[config.mk]
export PLATFORM = sky130hd
export DESIGN_NAME = alu_seq_flat
export DESIGN_NICKNAME = d
export VERILOG_FILES = /design/src/rtl/alu_seq_if.sv /design/src/rtl/alu_seq.sv /design/src/flat_wrapper.sv
export SDC_FILE = /design/constraint.sdc
export NUM_CORES = 1
export LEC_CHECK = 0
export ABC_AREA = 0
export CELL_PAD_IN_SITES_DETAIL_PLACEMENT = 0
export CELL_PAD_IN_SITES_GLOBAL_PLACEMENT = 1
export CORE_AREA = 10 10 112 114
export CTS_BUF_LIST = sky130_fd_sc_hd__clkbuf_8
export DETAILED_ROUTE_END_ITERATION = 8
export DIE_AREA = 0 0 122 124
export PLACE_DENSITY_LB_ADDON = 0.3
export SYNTH_ARGS = -nofsm -noshare
export SYNTH_HDL_FRONTEND = slang
export SYNTH_SLANG_ARGS = --single-unit
[constraint.sdc]
create_clock -name clk -period 4.07 [get_ports clk]
set_clock_uncertainty 0.15 [all_clocks]
set_input_delay 0.814 -clock clk [delete_from_list [all_inputs] [get_ports clk]]
set_output_delay 0.814 -clock clk [all_outputs]
set_load 0.02 [all_outputs]
[src/rtl/alu_seq_if.sv]
// Handshake and data bundle between the operand source, alu_seq and the
// result consumer.
interface alu_seq_if #(
    parameter int WIDTH = 8
);
    logic             in_valid;
    logic             in_ready;
    logic [WIDTH-1:0] a;
    logic [WIDTH-1:0] b;
    logic [3:0]       func_sel;
    logic             out_valid;
    logic             out_ready;
    logic [WIDTH-1:0] r;
    logic [WIDTH-1:0] r_hi;
    logic             ov_sgn;
    logic             zero;

    // Operand source and result consumer side.
    modport master (
        output in_valid, a, b, func_sel, out_ready,
        input  in_ready, out_valid, r, r_hi, ov_sgn, zero
    );

    // ALU side.
    modport slave (
        input  in_valid, a, b, func_sel, out_ready,
        output in_ready, out_valid, r, r_hi, ov_sgn, zero
    );
endinterface

[src/rtl/alu_seq.sv]
// Registered WIDTH-bit ALU with valid/ready handshakes on both sides.
// Single-cycle ops complete at the accept edge; unsigned multiply runs as a
// WIDTH-step shift-add sequence and stalls the input while busy.
module alu_seq #(
    parameter int WIDTH = 8
) (
    input  logic       clk,
    input  logic       rst,
    alu_seq_if.slave   bus
);
    localparam int SW = $clog2(WIDTH);
    localparam int CW = $clog2(WIDTH);
    localparam logic [CW-1:0] CNT_LAST = CW'(WIDTH - 1);

    typedef enum logic {
        IDLE,
        MUL
    } state_t;

    state_t state, next_state;

    logic               out_valid_q;
    logic [WIDTH-1:0]   r_q;
    logic [WIDTH-1:0]   r_hi_q;
    logic               ov_q;
    logic               zero_q;

    // Multiplier: acc holds {partial high half, remaining multiplier bits}.
    logic [WIDTH-1:0]   mcand;
    logic [2*WIDTH-1:0] acc;
    logic [CW-1:0]      cnt;

    logic               in_ready_i;
    logic               accept;
    logic               consume;
    logic               mul_op;

    logic [WIDTH:0]     sum;
    logic [SW-1:0]      rot_n;
    logic [2*WIDTH-1:0] rot_buf;
    logic [WIDTH-1:0]   op_r;
    logic               op_ov;

    logic [WIDTH:0]     hi_sum;
    logic [2*WIDTH-1:0] acc_step;

    assign in_ready_i = !rst && (state == IDLE) && (!out_valid_q || bus.out_ready);
    assign accept     = bus.in_valid && in_ready_i;
    assign consume    = out_valid_q && bus.out_ready;
    assign mul_op     = (bus.func_sel == 4'b1000);
    assign rot_n      = SW'(32'(bus.b[SW-1:0]) % WIDTH);

    assign bus.in_ready  = in_ready_i;
    assign bus.out_valid = out_valid_q;
    assign bus.r         = r_q;
    assign bus.r_hi      = r_hi_q;
    assign bus.ov_sgn    = ov_q;
    assign bus.zero      = zero_q;

    // Single-cycle operation result and flag.
    always_comb begin
        op_r    = '0;
        op_ov   = 1'b0;
        rot_buf = '0;
        sum     = {1'b0, bus.a} + {1'b0, bus.b};
        case (bus.func_sel[2:0])
            3'b000: begin
                op_r  = sum[WIDTH-1:0];
                op_ov = sum[WIDTH];
            end
            3'b001: begin
                op_r  = bus.a - bus.b;
                op_ov = (bus.a < bus.b);
            end
            3'b010: begin
                op_r[0] = (bus.a == bus.b);
                op_r[1] = (bus.a > bus.b);
                op_ov   = (bus.a < bus.b);
            end
            3'b011: op_r = ~bus.a + WIDTH'(1);
            3'b100: op_r = bus.a & bus.b;
            3'b101: op_r = bus.a | bus.b;
            3'b110: op_r = bus.a ^ bus.b;
            3'b111: begin
                // Rotation via a doubled operand: shifting {a,a} wraps bits around.
                if (bus.func_sel[3]) begin
                    rot_buf = {bus.a, bus.a} >> rot_n;
                    op_r    = rot_buf[WIDTH-1:0];
                end else begin
                    rot_buf = {bus.a, bus.a} << rot_n;
                    op_r    = rot_buf[2*WIDTH-1:WIDTH];
                end
            end
            default: op_r = '0;
        endcase
    end

    // One shift-add step: conditionally add multiplicand to the high half, shift right.
    always_comb begin
        hi_sum   = {1'b0, acc[2*WIDTH-1:WIDTH]} + (acc[0] ? {1'b0, mcand} : '0);
        acc_step = {hi_sum, acc[WIDTH-1:1]};
    end

    // Next-state logic: leave IDLE only on an accepted multiply.
    always_comb begin
        next_state = state;
        case (state)
            IDLE:    if (accept && mul_op) next_state = MUL;
            MUL:     if (cnt == CNT_LAST) next_state = IDLE;
            default: next_state = IDLE;
        endcase
    end

    // State register.
    always_ff @(posedge clk) begin
        if (rst) state <= IDLE;
        else     state <= next_state;
    end

    // Result registers, output valid and multiplier datapath.
    always_ff @(posedge clk) begin
        if (rst) begin
            out_valid_q <= 1'b0;
            r_q         <= '0;
            r_hi_q      <= '0;
            ov_q        <= 1'b0;
            zero_q      <= 1'b0;
            mcand       <= '0;
            acc         <= '0;
            cnt         <= '0;
        end else if (state == IDLE) begin
            if (accept) begin
                if (mul_op) begin
                    mcand       <= bus.a;
                    acc         <= {{WIDTH{1'b0}}, bus.b};
                    cnt         <= '0;
                    out_valid_q <= 1'b0;
                end else begin
                    r_q         <= op_r;
                    r_hi_q      <= '0;
                    ov_q        <= op_ov;
                    zero_q      <= (op_r == '0);
                    out_valid_q <= 1'b1;
                end
            end else if (consume) begin
                out_valid_q <= 1'b0;
            end
        end else begin
            acc <= acc_step;
            cnt <= cnt + CW'(1);
            // The final step's result is published directly so the product
            // appears exactly WIDTH edges after acceptance.
            if (cnt == CNT_LAST) begin
                r_q         <= acc_step[WIDTH-1:0];
                r_hi_q      <= acc_step[2*WIDTH-1:WIDTH];
                ov_q        <= (acc_step[2*WIDTH-1:WIDTH] != '0);
                zero_q      <= (acc_step == '0);
                out_valid_q <= 1'b1;
            end
        end
    end
endmodule

[src/flat_wrapper.sv]
// flat-port wrapper written by rule: the top's interface ports become plain ports
module alu_seq_flat 
#(
    parameter int WIDTH = 8
)
  (clk, rst, bus_in_valid, bus_a, bus_b, bus_func_sel, bus_out_ready, bus_in_ready, bus_out_valid, bus_r, bus_r_hi, bus_ov_sgn, bus_zero);
  alu_seq_if #(.WIDTH(WIDTH)) bus_i ();
  input  logic clk;
  input  logic rst;
  input wire logic [$bits(bus_i.in_valid)-1:0] bus_in_valid;
  input wire logic [$bits(bus_i.a)-1:0] bus_a;
  input wire logic [$bits(bus_i.b)-1:0] bus_b;
  input wire logic [$bits(bus_i.func_sel)-1:0] bus_func_sel;
  input wire logic [$bits(bus_i.out_ready)-1:0] bus_out_ready;
  output wire logic [$bits(bus_i.in_ready)-1:0] bus_in_ready;
  output wire logic [$bits(bus_i.out_valid)-1:0] bus_out_valid;
  output wire logic [$bits(bus_i.r)-1:0] bus_r;
  output wire logic [$bits(bus_i.r_hi)-1:0] bus_r_hi;
  output wire logic [$bits(bus_i.ov_sgn)-1:0] bus_ov_sgn;
  output wire logic [$bits(bus_i.zero)-1:0] bus_zero;
  assign bus_i.in_valid = bus_in_valid;
  assign bus_i.a = bus_a;
  assign bus_i.b = bus_b;
  assign bus_i.func_sel = bus_func_sel;
  assign bus_i.out_ready = bus_out_ready;
  assign bus_in_ready = bus_i.in_ready;
  assign bus_out_valid = bus_i.out_valid;
  assign bus_r = bus_i.r;
  assign bus_r_hi = bus_i.r_hi;
  assign bus_ov_sgn = bus_i.ov_sgn;
  assign bus_zero = bus_i.zero;
  alu_seq #(.WIDTH(WIDTH)) u_core (.clk(clk), .rst(rst), .bus(bus_i));
endmodule
==> impl_metrics.py, run 1 <==
metrics = {
    "status": {
        "outcome": "completed",
    },
    "sta": {
        "post-route-period-util": 0.922,
        "fin_crit_ps": 3750,
        "slew_headroom": 0.476,
        "slew_viol_final": 0,
        "hold_viol_final": 0,
        "finalSetupTns_ps": 0,
        "fmax_mhz": 266,
        "hold_slack_ps": 302,
        "tightestPinTransition_ps": 767,
        "setup_slack_ps": 317,
        "rsz0062_at_grt": "false",
        "setup_violations": 0,
    },
    "clocking": {
        "clkLatencyLatePin_ps": 300,
        "root_buffer": "clkbuf_8",
        "clock_path_buffers": 2,
        "numCtsBuffers": 5,
        "hold_buffers": 0,
        "cts.sinks": 47,
        "cts_resized": 0,
        "clk_pin_slew_ps": 80,
        "htree_num_levels": 2,
        "cts_tree": "yes",
        "cts_setup_buffers": 0,
    },
    "logic_synthesis": {
        "syn_avg_cell_area_um2": 7.91,
        "ys.flop_type": "dfxtp_1",
        "synth_edf_count": 0,
        "synth_top_family_by_area": "compound AO/OA/AOI/OAI gates",
        "async_flop_share": 0,
        "syn_inst": 536,
        "netlist_area_um2": 4240,
        "synth_nets": 600,
        "synthMuxAreaShare": 0.106,
        "yosys.area_share.simple": 0.203,
        "ys_seq_area_frac": 0.222,
        "yosysWarnings": 0,
        "synth-xor-area-share": 0.0248,
        "ys_ff_latch": 47,
        "synthAdderAreaFrac": 0.123,
        "synth_compound_area_frac": 0.250,
        "synth_cell_type_count": 64,
    },
    "final_layout": {
        "drive_above_1_share": 0.100,
        "multi_input_area_um2": 3000,
        "mostFrequentLayoutCell": "nor2_1",
        "nFillCells": 988,
        "area_delta_synth_final_pct": 16.9,
        "seqCellArea_um2": 941,
        "antenna_cells": 0,
        "final_nets": 633,
        "layout_common_cells": "nor2_1 (53), nand2_1 (48), dfxtp_1 (47)",
        "final_util": 0.485,
    },
    "drt": {
        "drt_first_iter_violations": 535,
        "drc": 0,
        "routed_via_density": 5.93,
        "final_antenna_net_count": 0,
        "dr_total_vias": 4178,
        "first_pass_iters": 6,
        "wl_per_cell_um": 18.2,
        "wirelength_mm": 12.9,
    },
    "power_and_ir_drop": {
        "p_leak_nw": 2.00,
        "peakVddDrop_v": 0.000163,
        "power.density_nw_per_um2": 235,
        "power.share.sequential": 0.407,
        "intPower_w": 0.000800,
        "pwr-share-clk": 0.287,
        "swShare": 0.313,
        "combPwrFrac": 0.306,
        "switchingPower_w": 0.000364,
    },
    "global_route": {
        "grt_pass1_wl_mm": 20.7,
        "grt_pass1_vias": 3967,
        "grt_use_total": 0.165,
        "overflow": 0,
        "grt_max_degree": 50,
        "antenna_found_initial": 0,
    },
    "floorplan": {
        "die-height_um": 124,
        "die_w_um": 122,
        "die_area_um2": 15100,
        "io_pins": 44,
        "rows": 37,
        "initial_utilization": 0.415,
        "coreArea_um2": 10200,
    },
    "critical_path": {
        "rrSetupSlack_ps": 320,
        "critPathTopFamily": "simple AND/OR/NAND/NOR gates",
        "cpPeakStageDelay_ps": 640,
        "critPathLaunchType": "flop",
        "arrival_ps": 3770,
        "critical_path.slowest_cell": "or4b_2",
        "end_kind": "flop",
        "worstSetupPathType": "flop to flop",
        "critPathBufInv": 2,
        "crit_chain": "and2_1, ha_1, inv_1, fa_1, nor2b_1, o31a_1, a21oi_1, or4b_2, a2111oi_0, buf_4, nand2b_1, a311oi_1",
        "cp.required_ps": 4080,
        "path_max_fanout": 9,
    },
    "min_path": {
        "hp-class": "flop to flop",
    },
    "job": {
        "drv_cap": 0,
    },
    "place": {
        "post-dp-hpwl_mm": 9.91,
        "pre_cts_ws_ps": 239,
        "gp_congestion": 0.975,
        "place.port_buffers": 43,
    },
}
-- power by group through the flow --
stage                     Clock (W)  Sequential, W  Combinational (W)
after floorplan                   0       0.000492           0.000217
after global placement            0       0.000484           0.000349
after detailed placement          0       0.000485           0.000351
after CTS                  0.000338       0.000474           0.000352
after global routing       0.000348       0.000475           0.000385
final                      0.000334       0.000474           0.000356
-- final timing paths --
path | from | cells past startpoint | endpoint
hold / removal | u_core.mcand[7] | 2 | u_core.mcand[7]
hold reg to reg | u_core.mcand[7] | 2 | u_core.mcand[7]
setup reg to reg | u_core.acc[0] | 12 | u_core.bus.ov_sgn
setup / recovery | u_core.acc[0] | 12 | u_core.bus.ov_sgn
-- cell usage after synthesis, types with 11 or more instances --
library cell | n | share of area
nand2_1 | 48 | 0.042
dfxtp_1 | 47 | 0.22
and2_1 | 11 | 0.016
inv_1 | 35 | 0.031
a21oi_1 | 44 | 0.052
o21ai_0 | 19 | 0.022
ha_1 | 37 | 0.11
nor2_1 | 53 | 0.047
xnor2_1 | 11 | 0.023
clkbuf_1 | 34 | 0.030
and3_1 | 12 | 0.018
a22oi_1 | 21 | 0.037
-- per-stage QoR --
| stage | instances | power [W] | cell area, um^2 |
|---|---|---|---|
| detailed placement | 698 | 0.000836 | 4860 |
| CTS | 705 | 0.00116 | 4960 |
| global placement | 698 | 0.000833 | 4860 |
| global route | 705 | 0.00121 | 4960 |
| floorplan | 536 | 0.000709 | 4240 |
| finish | 705 | 0.00116 | 4960 |
-- per-layer routing --
metal / track usage / wire [um]
met1: 0.227 / 5980
met2: 0.268 / 5760
met4: 0.0492 / 259
met3: 0.0163 / 857
met5: 0 / 0
-- sequential cells by signal, summed over array words and instances (netlist names) --
name / count
u_core.bus.ov_sgn: 1
u_core.cnt: 3
u_core.bus.r: 8
u_core.bus.out_valid: 1
u_core.bus.zero: 1
u_core.acc: 16
u_core.bus.r_hi: 8
u_core.state: 1
u_core.mcand: 8
-- cell families after synthesis --
family,count (synthesis)
simple gates,177
compound gates,155
buf+inv,75
flops,47
fa+ha+maj,40
mux,30
xor+xnor,12
-- area by class of cell --
cell class	count	share of cell area
multi-input cells	414	0.605
flip-flops and latches	47	0.190
repair buffers	66	0.124
well taps	136	0.0343
inverters	35	0.0265
clock buffers	5	0.0139
clock inverters	2	0.00681
-- worst min-delay path, delay by kind of cell, from the launching register on --
kind	cells	cell delay, ps
flops	1	310
simple gates	1	50
compound gates	1	50
No activity file was read; power rests on OpenSTA's default activity.
==> inputs of run 2 (changes only) <==
--- a/config.mk
+++ b/config.mk
@@ -8,10 +8,10 @@
 export ABC_AREA = 0
 export CELL_PAD_IN_SITES_DETAIL_PLACEMENT = 0
 export CELL_PAD_IN_SITES_GLOBAL_PLACEMENT = 1
-export CORE_AREA = 10 10 112 114
+export CORE_AREA = 10 10 96 132
 export CTS_BUF_LIST = sky130_fd_sc_hd__clkbuf_8
 export DETAILED_ROUTE_END_ITERATION = 8
-export DIE_AREA = 0 0 122 124
+export DIE_AREA = 0 0 106 142
 export PLACE_DENSITY_LB_ADDON = 0.3
 export SYNTH_ARGS = -nofsm -noshare
 export SYNTH_HDL_FRONTEND = slang
==> impl_metrics.py, run 2 (synthesis results as in run 1) <==
metrics = {
    "critical_path": {
        "cpPeakStageDelay_ps": 720,
        "r2r_end": "u_core.bus.ov_sgn",
        "crit_top_cell": "clkdlybuf4s50_1",
        "critPathBufInv": 3,
        "rrSetupSlack_ps": 620,
        "end_kind": "output port",
        "worstSetupPathType": "input port to output port",
        "ff2ff_path_depth": 12,
        "path_max_fanout": 4,
        "arrival_ps": 2550,
        "crit_chain": "clkdlybuf4s50_1, inv_1, a211oi_1, clkdlybuf4s50_1",
        "rr_startpoint": "u_core.acc[0]",
        "critical_path.slowest_cell": "clkdlybuf4s50_1",
        "critPathTopFamily": "buffers and inverters",
        "critPathLaunchType": "input port",
        "cp.required_ps": 3110,
    },
    "clocking": {
        "clock_path_buffers": 2,
        "hold_buffers": 0,
        "htree_num_levels": 2,
        "cts_resized": 0,
        "cts_setup_buffers": 0,
        "numCtsBuffers": 5,
        "root_buffer": "clkbuf_8",
        "cts.sinks": 47,
        "cts_tree": "yes",
        "clkLatencyLatePin_ps": 310,
        "clk_pin_slew_ps": 80,
    },
    "drt": {
        "drc": 0,
        "wirelength_mm": 13.7,
        "routed_via_density": 5.85,
        "first_pass_iters": 5,
        "dr_total_vias": 4137,
        "drt_first_iter_violations": 269,
        "final_antenna_net_count": 0,
        "wl_per_cell_um": 19.3,
    },
    "min_path": {
        "worstHoldStart": "u_core.mcand[2]",
        "hp-class": "flop to flop",
        "whs_path_depth": 2,
        "min_to": "u_core.mcand[2]",
    },
    "power_and_ir_drop": {
        "peakVddDrop_v": 0.000125,
        "power.density_nw_per_um2": 228,
        "p_total_w": 0.00113,
        "p_leak_nw": 2.00,
    },
    "sta": {
        "setup_violations": 0,
        "rsz0062_at_grt": "false",
        "tightestPinTransition_ps": 759,
        "slew_headroom": 0.493,
        "finalSetupTns_ps": 0,
        "slew_viol_final": 0,
        "fmax_mhz": 284,
        "hold_viol_final": 0,
        "post-route-period-util": 0.864,
        "fin_crit_ps": 3520,
    },
    "final_layout": {
        "final_nets": 632,
        "antenna_cells": 0,
        "nFillCells": 1084,
        "seqCellArea_um2": 941,
        "area_delta_synth_final_pct": 16.6,
        "layout_common_cells": "nor2_1 (53), nand2_1 (48), dfxtp_1 (47)",
        "largest_register": "u_core.acc",
        "largest_register_ffs": 16,
        "drive_above_1_share": 0.100,
        "multi_input_area_um2": 3000,
        "mostFrequentLayoutCell": "nor2_1",
    },
    "global_route": {
        "grt_use_total": 0.183,
        "grt_pass1_wl_mm": 22.2,
        "grt_pass1_vias": 4120,
        "grt_max_degree": 50,
        "antenna_found_initial": 0,
        "overflow": 0,
    },
    "status": {
        "outcome": "completed",
    },
    "floorplan": {
        "initial_utilization": 0.414,
        "coreArea_um2": 10200,
        "rows": 44,
        "io_pins": 44,
        "die_area_um2": 15100,
        "die_w_um": 106,
        "die-height_um": 142,
    },
    "place": {
        "place.port_buffers": 43,
        "post-dp-hpwl_mm": 10.6,
        "gp_congestion": 0.965,
    },
    "job": {
        "drv_cap": 0,
    },
}
## run 2: changes by cell type in the layout (fill, tap and decap cells not counted), sizes merged
| cell | delta |
|---|---|
| bufinv | -1 |
| clkbuf | +1 |
| buf | -1 |
| clkinv | +1 |
## run 2: area by class of cell
type,count,area share
repair buffers,65,0.123
multi-input cells,414,0.606
clock buffers,6,0.0167
well taps,138,0.0349
flip-flops and latches,47,0.190
inverters,35,0.0266
clock inverters,2,0.00253
## run 2: metrics by stage
stage,utilization,setup slack [ps],instance area (um^2),hold slack (ps),instances
2_1_floorplan,-,798,4240,282,536
3_5_place_dp,0.474,303,4850,293,699
3_3_place_gp,0.474,287,4850,289,699
4_1_cts,0.483,532,4950,306,707
6_report,0.483,554,4950,302,707
5_1_grt,0.483,288,4950,321,707
## run 2: worst max-delay path by stage
stage | startpoint | endpoint | slack [ps] | cells after the start
finish | bus_out_ready | bus_in_ready | 550 | 4
global route | u_core.acc[0] | u_core.bus.ov_sgn | 290 | 12
CTS | bus_out_ready | bus_in_ready | 530 | 4
detailed placement | bus_b[4] | u_core.bus.r[5] | 300 | 9
global placement | bus_a[7] | u_core.bus.zero | 290 | 10
floorplan | bus_b[1] | u_core.bus.r[5] | 800 | 10
## run 2: worst register-to-register path: cells and delay by family (launching register included)
family	cells	cell delay (ps)
flops	1	470
simple gates	4	1110
compound gates	4	750
buf+inv	2	260
fa+ha+maj	2	580
## run 2: where the power goes
group	switching, W	internal (W)	total (W)
combinational	0.000203	0.000153	0.000357
sequential	0.00000620	0.000468	0.000474
clock	0.000161	0.000137	0.000298
## run 2: layer usage
metal | vias up | GRT usage | wire [um]
li1 | 2011 | - | -
met1 | 1970 | 0.201 | 5420
met2 | 124 | 0.333 | 7050
met3 | 32 | 0.0231 | 556
met4 | 0 | 0.0951 | 627
met5 | - | 0 | 0
